### config.mk
export PLATFORM = sky130hd
export DESIGN_NAME = instr_encoder_flat
export DESIGN_NICKNAME = d
export VERILOG_FILES = /design/src/rtl/instr_encoder_if.sv /design/src/rtl/instr_encoder.sv /design/src/flat_wrapper.sv
export SDC_FILE = /design/constraint.sdc
export NUM_CORES = 1
export LEC_CHECK = 0
export CAP_MARGIN = 20
export CORE_AREA = 10 10 180 140
export CTS_CLUSTER_DIAMETER = 80
export DETAILED_ROUTE_END_ITERATION = 10
export DIE_AREA = 0 0 190 150
export SYNTH_ARGS = -nofsm -noshare
export SYNTH_HDL_FRONTEND = slang
export SYNTH_SLANG_ARGS = --single-unit
### constraint.sdc
create_clock -name clk -period 4.8 [get_ports clk]
set_input_delay 0.96 -clock clk [delete_from_list [all_inputs] [get_ports clk]]
set_output_delay 0.96 -clock clk [all_outputs]
set_load 0.005 [all_outputs]
### src/rtl/instr_encoder_if.sv
// Field-bundle and encoded-word bus for instr_encoder.
// Master drives bundles and consumes words; slave is the encoder.
interface instr_encoder_if;
  logic        in_valid;
  logic        in_ready;
  logic [1:0]  in_kind;
  logic [4:0]  rd;
  logic [4:0]  rs1;
  logic [4:0]  rs2;
  logic [2:0]  funct3;
  logic [31:0] imm;
  logic        out_valid;
  logic        out_ready;
  logic [31:0] out_instr;
  logic [31:0] out_addr;
  logic        out_err;
  logic [15:0] out_count;

  modport master (
    output in_valid, in_kind, rd, rs1, rs2,
    output funct3, imm, out_ready,
    input  in_ready, out_valid, out_instr,
    input  out_addr, out_err, out_count
  );

  modport slave (
    input  in_valid, in_kind, rd, rs1, rs2,
    input  funct3, imm, out_ready,
    output in_ready, out_valid, out_instr,
    output out_addr, out_err, out_count
  );
endinterface

### src/rtl/instr_encoder.sv
// Encodes I/S/B field bundles into RV32 words with address stamp.
// Results pass through a 2-entry FIFO toward the consumer.
module instr_encoder (
  input logic             clk,
  input logic             reset,
  instr_encoder_if.slave  bus
);

  typedef struct packed {
    logic [31:0] instr;
    logic [31:0] addr;
    logic        err;
  } entry_t;

  entry_t      mem [2];
  logic        wp;
  logic        rp;
  logic [1:0]  occ;
  logic [31:0] addr_q;
  logic [15:0] cnt_q;

  logic signed [31:0] simm;
  logic [31:0] enc;
  logic        bad;
  logic        nonempty;
  logic        show;
  logic        acc;
  logic        del;

  assign simm     = bus.imm;
  assign nonempty = (occ != 2'd0);
  assign acc      = bus.in_valid && bus.in_ready;
  assign del      = nonempty && bus.out_ready;

  // Format selection, range/alignment check, and bit packing.
  always_comb begin
    enc = '0;
    bad = 1'b0;
    unique case (bus.in_kind)
      2'b00: begin
        bad = (simm < -32'sd2048) || (simm > 32'sd2047);
        enc = {bus.imm[11:0], bus.rs1, bus.funct3,
               bus.rd, 7'b0000011};
      end
      2'b01: begin
        bad = (simm < -32'sd2048) || (simm > 32'sd2047);
        enc = {bus.imm[11:5], bus.rs2, bus.rs1,
               bus.funct3, bus.imm[4:0], 7'b0100011};
      end
      2'b10: begin
        bad = (simm < -32'sd4096) || (simm > 32'sd4094)
              || bus.imm[0];
        enc = {bus.imm[12], bus.imm[10:5], bus.rs2,
               bus.rs1, bus.funct3, bus.imm[4:1],
               bus.imm[11], 7'b1100011};
      end
      default: bad = 1'b1;
    endcase
    if (bad) enc = '0;
  end

  // FIFO storage; contents are don't-care while unoccupied.
  always_ff @(posedge clk) begin
    if (acc) mem[wp] <= '{instr: enc, addr: addr_q, err: bad};
  end

  // Pointers, occupancy, address stamp and delivery counter.
  always_ff @(posedge clk) begin
    if (reset) begin
      wp     <= 1'b0;
      rp     <= 1'b0;
      occ    <= 2'd0;
      addr_q <= '0;
      cnt_q  <= '0;
    end else begin
      if (acc) begin
        wp     <= ~wp;
        addr_q <= addr_q + 32'd4;
      end
      if (del) begin
        rp <= ~rp;
        if (cnt_q != 16'hFFFF) cnt_q <= cnt_q + 16'd1;
      end
      unique case ({acc, del})
        2'b10:   occ <= occ + 2'd1;
        2'b01:   occ <= occ - 2'd1;
        default: occ <= occ;
      endcase
    end
  end

  // Outputs read zero whenever nothing is presentable.
  assign show          = nonempty && !reset;
  assign bus.out_valid = show;
  assign bus.out_instr = show ? mem[rp].instr : '0;
  assign bus.out_addr  = show ? mem[rp].addr : '0;
  assign bus.out_err   = show ? mem[rp].err : 1'b0;
  assign bus.in_ready  = (occ < 2'd2);
  assign bus.out_count = cnt_q;

endmodule
### src/flat_wrapper.sv
// flat-port wrapper written by rule: the top's interface ports become plain ports
module instr_encoder_flat 
  (clk, reset, bus_in_valid, bus_in_kind, bus_rd, bus_rs1, bus_rs2, bus_funct3, bus_imm, bus_out_ready, bus_in_ready, bus_out_valid, bus_out_instr, bus_out_addr, bus_out_err, bus_out_count);
  instr_encoder_if bus_i ();
  input logic clk;
  input logic reset;
  input wire logic [$bits(bus_i.in_valid)-1:0] bus_in_valid;
  input wire logic [$bits(bus_i.in_kind)-1:0] bus_in_kind;
  input wire logic [$bits(bus_i.rd)-1:0] bus_rd;
  input wire logic [$bits(bus_i.rs1)-1:0] bus_rs1;
  input wire logic [$bits(bus_i.rs2)-1:0] bus_rs2;
  input wire logic [$bits(bus_i.funct3)-1:0] bus_funct3;
  input wire logic [$bits(bus_i.imm)-1:0] bus_imm;
  input wire logic [$bits(bus_i.out_ready)-1:0] bus_out_ready;
  output wire logic [$bits(bus_i.in_ready)-1:0] bus_in_ready;
  output wire logic [$bits(bus_i.out_valid)-1:0] bus_out_valid;
  output wire logic [$bits(bus_i.out_instr)-1:0] bus_out_instr;
  output wire logic [$bits(bus_i.out_addr)-1:0] bus_out_addr;
  output wire logic [$bits(bus_i.out_err)-1:0] bus_out_err;
  output wire logic [$bits(bus_i.out_count)-1:0] bus_out_count;
  assign bus_i.in_valid = bus_in_valid;
  assign bus_i.in_kind = bus_in_kind;
  assign bus_i.rd = bus_rd;
  assign bus_i.rs1 = bus_rs1;
  assign bus_i.rs2 = bus_rs2;
  assign bus_i.funct3 = bus_funct3;
  assign bus_i.imm = bus_imm;
  assign bus_i.out_ready = bus_out_ready;
  assign bus_in_ready = bus_i.in_ready;
  assign bus_out_valid = bus_i.out_valid;
  assign bus_out_instr = bus_i.out_instr;
  assign bus_out_addr = bus_i.out_addr;
  assign bus_out_err = bus_i.out_err;
  assign bus_out_count = bus_i.out_count;
  instr_encoder u_core (.clk(clk), .reset(reset), .bus(bus_i));
endmodule
==> reports/summary.txt, run 1 <==
Port bufs = 133
FMAX = 289 MHz
Worst hold start = u_core.addr_q[31]
# rows = 47
Initial Util = 34.2%
Critical-path cell list = buf_4 -> mux2i_1 -> nor2_1 -> clkdlybuf4s50_1
Yosys reg bits = 169
Final Hold Viols = 0
Clock transition at path regs = 0.06 ns
Post-route setup TNS = 0 ns
Clk root buf = clkbuf_16
DIE AREA = 0.0285 mm^2
Worst Clk Skew = 0.0123 ns
M1 WL = 8950 um
Final Max Slew Viols = 0
DRC viols = 0
CP required = 3.84 ns
Met2 WL = 8080 um
Worst r2r path cells = 4
Slew of the pin with the lowest slew margin = 0.984 ns
Seq/Total Area, Yosys = 61.5%
Hold_buf cts = 0
Proportion of layout cells with a drive suffix above 1 = 6.72%
First-pass GRT wire length = 27700 um
Final worst path period need = 3.47 ns
I/O pins = 139
Crit path DAT = 2.51 ns
R2R Path Start = u_core.addr_q[6]
Worst Hold End = u_core.mem[0][32]
Avg Vias per Cell = 4.87
DIE HEIGHT = 150 um
HPWL Detailed = 12200 um
Count of cell types in the netlist = 47
RSZ-0062 raised after global routing = no
Max Cap Viol = 0
Synthesized instance count = 637
Max rail drop VDD = 261 uV
Outcome = complete, no violations
Final period util = 72.2%
Final setup viols = 0
Antenna violations before repair = 0
Tot GR Track Use = 12.5%
Worst R2R Setup Slack = 2.34 ns
Reg2reg end = u_core.addr_q[29]
Largest net degree at the start of global routing = 61
Worst hold path type = reg -> reg
WL per Instance = 16.9 um
Post-route setup slack = 1.33 ns
Clk buf depth = 2
LEAKAGE = 3.10 nW
FFs w/ async S/R, synth = 0%
Final Net Count = 824
Pwr dens = 448 mW/mm^2
CTS tree = yes
Yosys warnings = 0
Met3 wire length = 896 um
Via count of the first global-routing pass = 4772
Nature of the critical path endpoint = output port
Syn_area_per_cell = 11.6 um^2
Max-Slew Margin vs Limit = 33.8%
Post-CTS Setup Bufs = 0
# resized after CTS = 0
Via count = 5204
CP peak stage delay = 0.97 ns
Clk Latency, worst-skew pair = 0.43 ns
Final Util = 44.6%
Pre-CTS setup slack = 1.44 ns
CTS Sinks = 169
Drt first-iter violations = 323
Crit path kind = reg -> out
Commonest register cell after synthesis = edfxtp_1
WP buf/inv = 2
CTS H-tree lvls = 4
DRT Pass-1 Iters = 5
Drt total wl = 18000 um
Synthesized cell area = 0.00742 mm^2
Gpl congestion = 0.796
ANT nets after route = 0
Highest routed layer = met4
Global route overflow = 0
CP max-delay cell = dfxtp_4
Hold path cells = 0
TritonCTS buffer count = 17
Antenna cells = 0
Post-synthesis to final-layout area growth = 30.4%
CP top delay family = flip-flops
Core footprint = 0.0217 mm^2
CP max FO = 49
Die width = 190 um
Post-synth EDFFs = 118
Worst setup SP type = register
Yosys cell counts (2+ instances only):
cell	number	area share, %
edfxtp_1	118	48
a21oi_1	33	2.2
nor3b_1	2	0.20
nand3_1	14	0.94
and2_1	3	0.25
xor2_1	6	0.71
or4_1	24	2.4
or3_1	9	0.76
a211oi_1	2	0.20
nand4_1	15	1.3
buf_2	3	0.20
nor2_1	85	4.3
nand3b_1	2	0.20
a22oi_1	10	1.0
and4_1	4	0.47
o21ai_0	10	0.67
nand4_2	2	0.34
or2_2	2	0.17
buf_1	3	0.15
xnor2_1	11	1.3
nand2_1	32	1.6
nand2b_1	2	0.17
mux2i_1	60	8.1
inv_1	11	0.56
o31ai_1	19	1.9
and3_1	2	0.17
dfxtp_1	51	14
nor4_1	9	0.76
nor3_1	31	2.1
or2_1	3	0.25
ha_1	7	1.2
o41ai_1	2	0.24
buf_4	6	0.61
o21ai_1	3	0.20
clkbuf_1	29	1.5
worst max-delay path by stage:
stage | startpoint | endpoint | cells past startpoint
floorplan | bus_in_valid | u_core.mem[0][0] | 3
global placement | bus_in_valid | u_core.mem[0][40] | 5
detailed placement | reset | bus_out_instr[26] | 5
CTS | register | bus_out_instr[13] | 4
global route | register | bus_out_instr[12] | 4
finish | register | bus_out_instr[13] | 4
registers in the layout, summed over array words and instances (netlist names), named ones only:
signal / flops
u_core.addr_q: 30
u_core.rp: 1
u_core.occ: 2
u_core.mem: 118
u_core.wp: 1
u_core.bus.out_count: 16
kinds of logic after synthesis:
family | Yosys count | share of synthesized area (%)
flip-flops | 169 | 61.5
other | 1 | 0.0505
adder cells (fa/ha/maj) | 7 | 1.18
multiplexers | 60 | 8.09
XOR/XNOR | 17 | 2.01
AND/OR/NAND/NOR | 246 | 17.0
AO/OA/AOI/OAI | 84 | 7.03
buffers and inverters | 53 | 3.14
per-stage QoR:
step	cells	hold slack, ns	area, um^2	total power [mW]
2_1_floorplan	641	0.440	7430	2.46
3_3_place_gp	1035	0.459	9060	2.98
3_5_place_dp	1035	0.464	9060	2.98
4_1_cts	1067	0.490	9670	4.40
5_1_grt	1068	0.510	9680	4.56
6_report	1068	0.483	9680	4.33
cell usage in the layout (no fill, tap or decap), types with 2 or more instances in the layout:
| cell type | n |
|---|---|
| clkdlybuf4s50_1 | 132 |
| nand4_2 | 2 |
| nand3_1 | 14 |
| and3_1 | 2 |
| or2_1 | 3 |
| clkinvlp_4 | 2 |
| conb_1 | 5 |
| nor4_1 | 9 |
| a21oi_1 | 33 |
| nand2_1 | 32 |
| o41ai_1 | 2 |
| and4_1 | 4 |
| ha_1 | 7 |
| or2_2 | 2 |
| dfxtp_1 | 50 |
| inv_1 | 11 |
| nor3_1 | 31 |
| nor2_1 | 84 |
| buf_12 | 2 |
| edfxtp_1 | 118 |
| o21ai_1 | 3 |
| nor3b_1 | 2 |
| xnor2_1 | 11 |
| inv_6 | 6 |
| bufinv_16 | 3 |
| o21ai_0 | 9 |
| buf_4 | 7 |
| mux2i_1 | 60 |
| nand3b_1 | 2 |
| or4_1 | 24 |
| clkbuf_16 | 17 |
| nand2b_1 | 2 |
| or3_1 | 9 |
| nand4_1 | 15 |
| and2_1 | 2 |
| a22oi_1 | 10 |
| xor2_1 | 6 |
| a211oi_1 | 2 |
| o31ai_1 | 19 |
| clkinv_2 | 2 |
layout make-up:
type	instances	area, um^2
sequential	169	4570
fill	2017	12000
multi-input combinational	419	2660
timing repair buffer	143	1420
tap	294	368
clock inverter	15	188
clock buffer	17	425
inverter	11	41.3
worst reg2reg max path, cell delays in order (launching register included):
cell and delay, ns:
dfxtp_1 0.49, nand4_1 0.22, or4_1 0.90, or4_1 0.64
a21oi_1 0.14
routing by layer:
metal	up-vias	GRT usage [%]
met5	-	0
met2	95	18.5
li1	2632	-
met1	2468	17.2
met4	0	4.04
met3	9	3.56
report_power, final:
part	switching, mW	internal, mW
combinational	0.470	0.494
sequential	0.157	1.79
clock	0.587	0.831
total	1.21	3.12
(Power assumes the default switching activity.)
==> run 2, diff against run 1 <==
==> constraint.sdc (replaced) <==
create_clock -name clk -period 3 [get_ports clk]
set_input_delay 0.6 -clock clk [delete_from_list [all_inputs] [get_ports clk]]
set_output_delay 0.6 -clock clk [all_outputs]
set_load 0.005 [all_outputs]
==> run 2 against run 1 <==
Clock skew is 0.0038 ns lower. First-iteration DRC count is 22% higher. Flip-flop and latch count stayed put. Sequential power is 53% higher. Sequential share of layout area is 0.34 points lower. Utilization is 0.32 points higher. Critical endpoint is now bus_out_addr[5]. Routed wire length is 1.5% higher. Largest power group unchanged. Via count is 2.3% higher.
==> reports/summary.txt, run 2 (synthesis results as in run 1) <==
I/O pins = 139 (unchanged)
DIE HEIGHT = 150 um (unchanged)
Final Hold Viols = 0 (unchanged)
Drt total wl = 18300 um (+1.5%)
Via count of the first global-routing pass = 5038 (+5.6%)
CP required = 2.40 ns (-1.44 ns)
Max-Slew Margin vs Limit = 41.1% (+7.3 points)
Clk buf depth = 2 (unchanged)
Antenna violations before repair = 0 (unchanged)
Largest net degree at the start of global routing = 53 (-13%)
Max rail drop VDD = 310 uV (+19%)
TritonCTS buffer count = 17 (unchanged)
FMAX = 355 MHz
Final setup viols = 0 (unchanged)
Worst Clk Skew = 0.00845 ns (-0.00383 ns)
Gpl congestion = 0.792 (-0.55%)
Worst R2R Setup Slack = 0.55 ns (-1.79 ns)
Hold_buf cts = 0 (unchanged)
Most frequent cells in the layout = clkdlybuf4s50_1, edfxtp_1, nor2_1
DRC viols = 0 (unchanged)
Area after DPL = 0.00917 mm^2 (+1.2%)
Max FFs per register = 118 (unchanged)
Top reg by flops = u_core.mem
Worst hold path type = reg -> reg
Total power = 6.83 mW (+58%)
DIE AREA = 0.0285 mm^2 (unchanged)
ANT nets after route = 0 (unchanged)
CTS Sinks = 169 (unchanged)
DRT Pass-1 Iters = 4 (-1)
Slew of the pin with the lowest slew margin = 0.876 ns (-0.109 ns)
Core footprint = 0.0217 mm^2 (unchanged)
CP max FO = 38 (-22%)
Leading cell type in the layout, fill and taps excluded = clkdlybuf4s50_1
Clock transition at path regs = 0.07 ns (about the same)
Crit path from = u_core.occ[0]
# rows = 47 (unchanged)
Crit path kind = reg -> out
Via count = 5323 (+2.3%)
Post-synthesis to final-layout area growth = 31.3%
First-pass GRT wire length = 28800 um (+4.0%)
Global route overflow = 0 (unchanged)
Die width = 190 um (unchanged)
Crit path DAT = 2.21 ns (-0.30 ns)
Outcome = complete, no violations
# resized after CTS = 0 (unchanged)
RSZ-0062 raised after global routing = no
Worst hold margin = 0.494 ns (+0.0110 ns)
Worst hold start = u_core.addr_q[31]
Clk root buf = clkbuf_16
Post-route setup TNS = 0 ns (unchanged)
R2R Path Start = u_core.addr_q[8]
Drt first-iter violations = 394 (+22%)
Nature of the critical path endpoint = output port
HPWL Detailed = 12800 um (+4.7%)
Clk Latency, worst-skew pair = 0.43 ns (about the same)
Tot GR Track Use = 12.9% (+0.40 points)
Final worst path period need = 2.81 ns
Pwr dens = 701 mW/mm^2 (+57%)
Final Max Slew Viols = 0 (unchanged)
FILL cells = 2041 (+1.2%)
WL per Instance = 17.0 um (+0.66%)
Port bufs = 133 (unchanged)
Avg Vias per Cell = 4.94 (+1.4%)
Proportion of layout cells with a drive suffix above 1 = 7.79% (+1.1 points)
Post-route design area = 0.00975 mm^2 (+0.72%)
LEAKAGE = 3.13 nW (+1.1%)
Worst setup SP type = register
Antenna cells = 0 (unchanged)
Final Net Count = 833 (+1.1%)
Initial Util = 34.2% (unchanged)
Final period util = 93.8%
Max Cap Viol = 0 (unchanged)
CTS tree = yes
CTS H-tree lvls = 4 (unchanged)
Post-CTS Setup Bufs = 0 (unchanged)
[run 2: cell count changes in the layout (fill, tap and decap cells not counted), sizes merged]
cell / change
buf: +10
clkinvlp: +1
bufinv: -3
clkinv: -1
clkbuf: -1
inv: +3
[run 2: worst max-delay path, stage by stage, from the launching register on]
cell and delay, ns:
dfxtp_1 0.38, o21bai_4 0.55, buf_12 0.30, nor2_1 0.09, clkdlybuf4s50_1 0.45
[run 2: worst paths after layout]
path,cells after the start,endpoint
hold reg to reg,0,u_core.mem[1][32]
setup / recovery,4,bus_out_addr[5]
setup reg to reg,4,u_core.addr_q[28]
hold / removal,0,u_core.mem[1][32]
[run 2: per-layer routing]
metal  vias up  wire length (um)  global-route usage [%]
met2       119              8180                    19.1
met1      2537              9000                    18.0
met4         0               214                    3.84
li1       2654                 -                       -
met3        13               918                    3.51
met5         -                 0                       0
[run 2: final cells by class]
| class | count | area, um^2 | share of cell area, % |
|---|---|---|---|
| multi-input combinational | 419 | 2660 | 27.3 |
| inverter | 11 | 41.3 | 0.424 |
| clock inverter | 15 | 150 | 1.54 |
| clock buffer | 17 | 425 | 4.37 |
| tap | 294 | 368 | 3.77 |
| timing repair buffer | 152 | 1530 | 15.7 |
| sequential | 169 | 4570 | 46.9 |
[run 2: power breakdown]
group	switching (mW)	total, mW	internal, mW
Combinational	0.894	1.73	0.838
Clock	1.01	2.12	1.11
Sequential	0.115	2.98	2.87
Total	2.02	6.83	4.81
[run 2: metrics by stage]
| step | worst slack, ns | std cells | utilization (%) |
|---|---|---|---|
| 2_1_floorplan | 0.0173 | 641 | - |
| 3_3_place_gp | 0.297 | 1045 | 42.3 |
| 3_5_place_dp | 0.234 | 1045 | 42.3 |
| 4_1_cts | 0.101 | 1077 | 44.9 |
| 5_1_grt | 0.0103 | 1077 | 44.9 |
| 6_report | 0.187 | 1077 | 44.9 |
==> run 3, diff against run 2 <==
--- a/config.mk
+++ b/config.mk
@@ -6,10 +6,11 @@
 export NUM_CORES = 1
 export LEC_CHECK = 0
 export CAP_MARGIN = 20
-export CORE_AREA = 10 10 180 140
+export CORE_AREA = 10 10 157 122
 export CTS_CLUSTER_DIAMETER = 80
 export DETAILED_ROUTE_END_ITERATION = 10
-export DIE_AREA = 0 0 190 150
+export DIE_AREA = 0 0 167 132
+export PLACE_DENSITY = 0.75
 export SYNTH_ARGS = -nofsm -noshare
 export SYNTH_HDL_FRONTEND = slang
 export SYNTH_SLANG_ARGS = --single-unit
==> run 3 against run 2 <==
Utilization is 15 points higher. Final area decreased by 1.1%. Flip-flop and latch count unchanged. Routed wire length down 4.3%. Count of clock-buffer cells in the layout did not move. Critical path type is now in -> out. Critical endpoint is now bus_out_instr[0]. Largest cell class unchanged.
==> reports/summary.txt, run 3 (synthesis results as in run 1) <==
Outcome = complete, no violations
Clk root buf = clkbuf_16
DRC viols = 0 (unchanged)
Crit path DAT = 2.21 ns (about the same)
Worst hold path type = reg -> reg
HPWL Detailed = 12700 um (-0.25%)
CP max-delay cell = clkdlybuf4s50_1
WP buf/inv = 3 (+1)
Gpl congestion = 0.843 (+6.5%)
Port bufs = 133 (unchanged)
First-pass GRT wire length = 28300 um (-1.7%)
CP max FO = 28 (-26%)
Post-route design area = 0.00964 mm^2 (-1.1%)
Worst R2R Setup Slack = 0.47 ns (-0.08 ns)
Clk buf depth = 2 (unchanged)
Critical-path cell list = clkdlybuf4s50_1 -> o21bai_4 -> buf_12 -> nor2_1 -> clkdlybuf4s50_1
DRT Pass-1 Iters = 5 (+1)
Top reg by flops = u_core.mem
Area after DPL = 0.00904 mm^2 (-1.4%)
RSZ-0062 raised after global routing = no
Antenna cells = 0 (unchanged)
Antenna violations before repair = 0 (unchanged)
Pwr dens = 716 mW/mm^2 (+2.1%)
Tot GR Track Use = 15.7% (+2.8 points)
CP top delay family = buffers and inverters
Most frequent cells in the layout = clkdlybuf4s50_1, edfxtp_1, nor2_1
Slew of the pin with the lowest slew margin = 0.911 ns (+0.0347 ns)
I/O pins = 139 (unchanged)
Via count = 5426 (+1.9%)
Clock transition at path regs = 0.06 ns (about the same)
Final Max Slew Viols = 0 (unchanged)
CTS Sinks = 169 (unchanged)
# rows = 40 (-15%)
Leading cell type in the layout, fill and taps excluded = clkdlybuf4s50_1
Final setup viols = 0 (unchanged)
Final Hold Viols = 0 (unchanged)
Proportion of layout cells with a drive suffix above 1 = 7.43% (-0.36 points)
Worst setup SP type = input pin
Nature of the critical path endpoint = output port
CTS tree = yes
# resized after CTS = 0 (unchanged)
CP required = 2.40 ns (about the same)
LEAKAGE = 3.14 nW (+0.32%)
TritonCTS buffer count = 17 (unchanged)
CP peak stage delay = 0.53 ns (-0.02 ns)
ANT nets after route = 0 (unchanged)
Hold_buf cts = 0 (unchanged)
DIE HEIGHT = 132 um (-12%)
Post-CTS Setup Bufs = 0 (unchanged)
Drt total wl = 17500 um (-4.3%)
Global route overflow = 0 (unchanged)
FILL cells = 1260 (-38%)
Avg Vias per Cell = 5.48 (+11%)
Final period util = 93.8% (about the same)
Post-route setup TNS = 0 ns (unchanged)
Final worst path period need = 2.81 ns (+0.00130 ns)
CTS H-tree lvls = 4 (unchanged)
Clk Latency, worst-skew pair = 0.43 ns (about the same)
Largest net degree at the start of global routing = 53 (unchanged)
Initial Util = 46.5% (+12 points)
Max rail drop VDD = 592 uV (+91%)
Max Cap Viol = 0 (unchanged)
Crit path kind = in -> out
Max-Slew Margin vs Limit = 38.7% (-2.3 points)
Post-synthesis to final-layout area growth = 29.9%
FMAX = 355 MHz (about the same)
Cell mode on critical path = clkdlybuf4s50_1
Worst Clk Skew = 0.0101 ns (+0.00161 ns)
Final Net Count = 831 (-0.24%)
Via count of the first global-routing pass = 5321 (+5.6%)
WL per Instance = 17.7 um (+4.0%)
DIE AREA = 0.0220 mm^2 (-23%)
Max FFs per register = 118 (unchanged)
Drt first-iter violations = 441 (+12%)
Die width = 167 um (-12%)
Core footprint = 0.0160 mm^2 (-26%)
[run 3: changes by cell type in the layout (fill, tap and decap cells not counted), sizes merged]
cell / before / now
buf: 20 / 17
bufinv: 0 / 2
inv: 21 / 23
clkinv: 2 / 1
clkinvlp: 3 / 0
clkdlybuf4s50: 132 / 133
[run 3: per-layer routing]
metal	vias to the layer above	share of wire, %	track usage, %
met5	-	0	0
met1	2613	42	19.0
li1	2641	-	-
met3	33	5.1	3.96
met2	139	51	26.2
met4	0	2.3	5.99
[run 3: final timing paths]
kind,start,endpoint,cells after the start
setup / recovery,reset,bus_out_instr[0],5
hold / removal,u_core.addr_q[31],u_core.mem[1][32],0
setup reg to reg,u_core.addr_q[6],u_core.addr_q[29],4
hold reg to reg,u_core.addr_q[31],u_core.mem[1][32],0
[run 3: power breakdown]
part	leakage [nW]	internal [mW]	switching, mW	total [mW]
clock network	0.296	1.26	0.941	2.20
registers	1.57	2.87	0.156	3.03
logic	1.28	0.835	0.839	1.67
[run 3: through the flow]
stage	hold WS (ns)	power (mW)	setup slack [ns]	std cells	util [%]
CTS	0.486	6.98	0.167	991	60.4
floorplan	0.440	3.93	0.0173	641	-
finish	0.486	6.90	0.185	991	60.4
detailed placement	0.473	4.78	0.172	959	56.6
global placement	0.461	4.74	0.205	959	56.6
global route	0.504	7.24	0.0926	991	60.4
[run 3: area by class of cell]
type | instances | area (um^2) | share of cell area (%)
Sequential cell | 169 | 4570 | 47.4
Clock inverter | 15 | 174 | 1.80
Clock buffer | 17 | 425 | 4.41
Multi-Input combinational cell | 419 | 2660 | 27.6
Timing Repair Buffer | 150 | 1510 | 15.7
Inverter | 11 | 41.3 | 0.428
Tap cell | 210 | 263 | 2.73
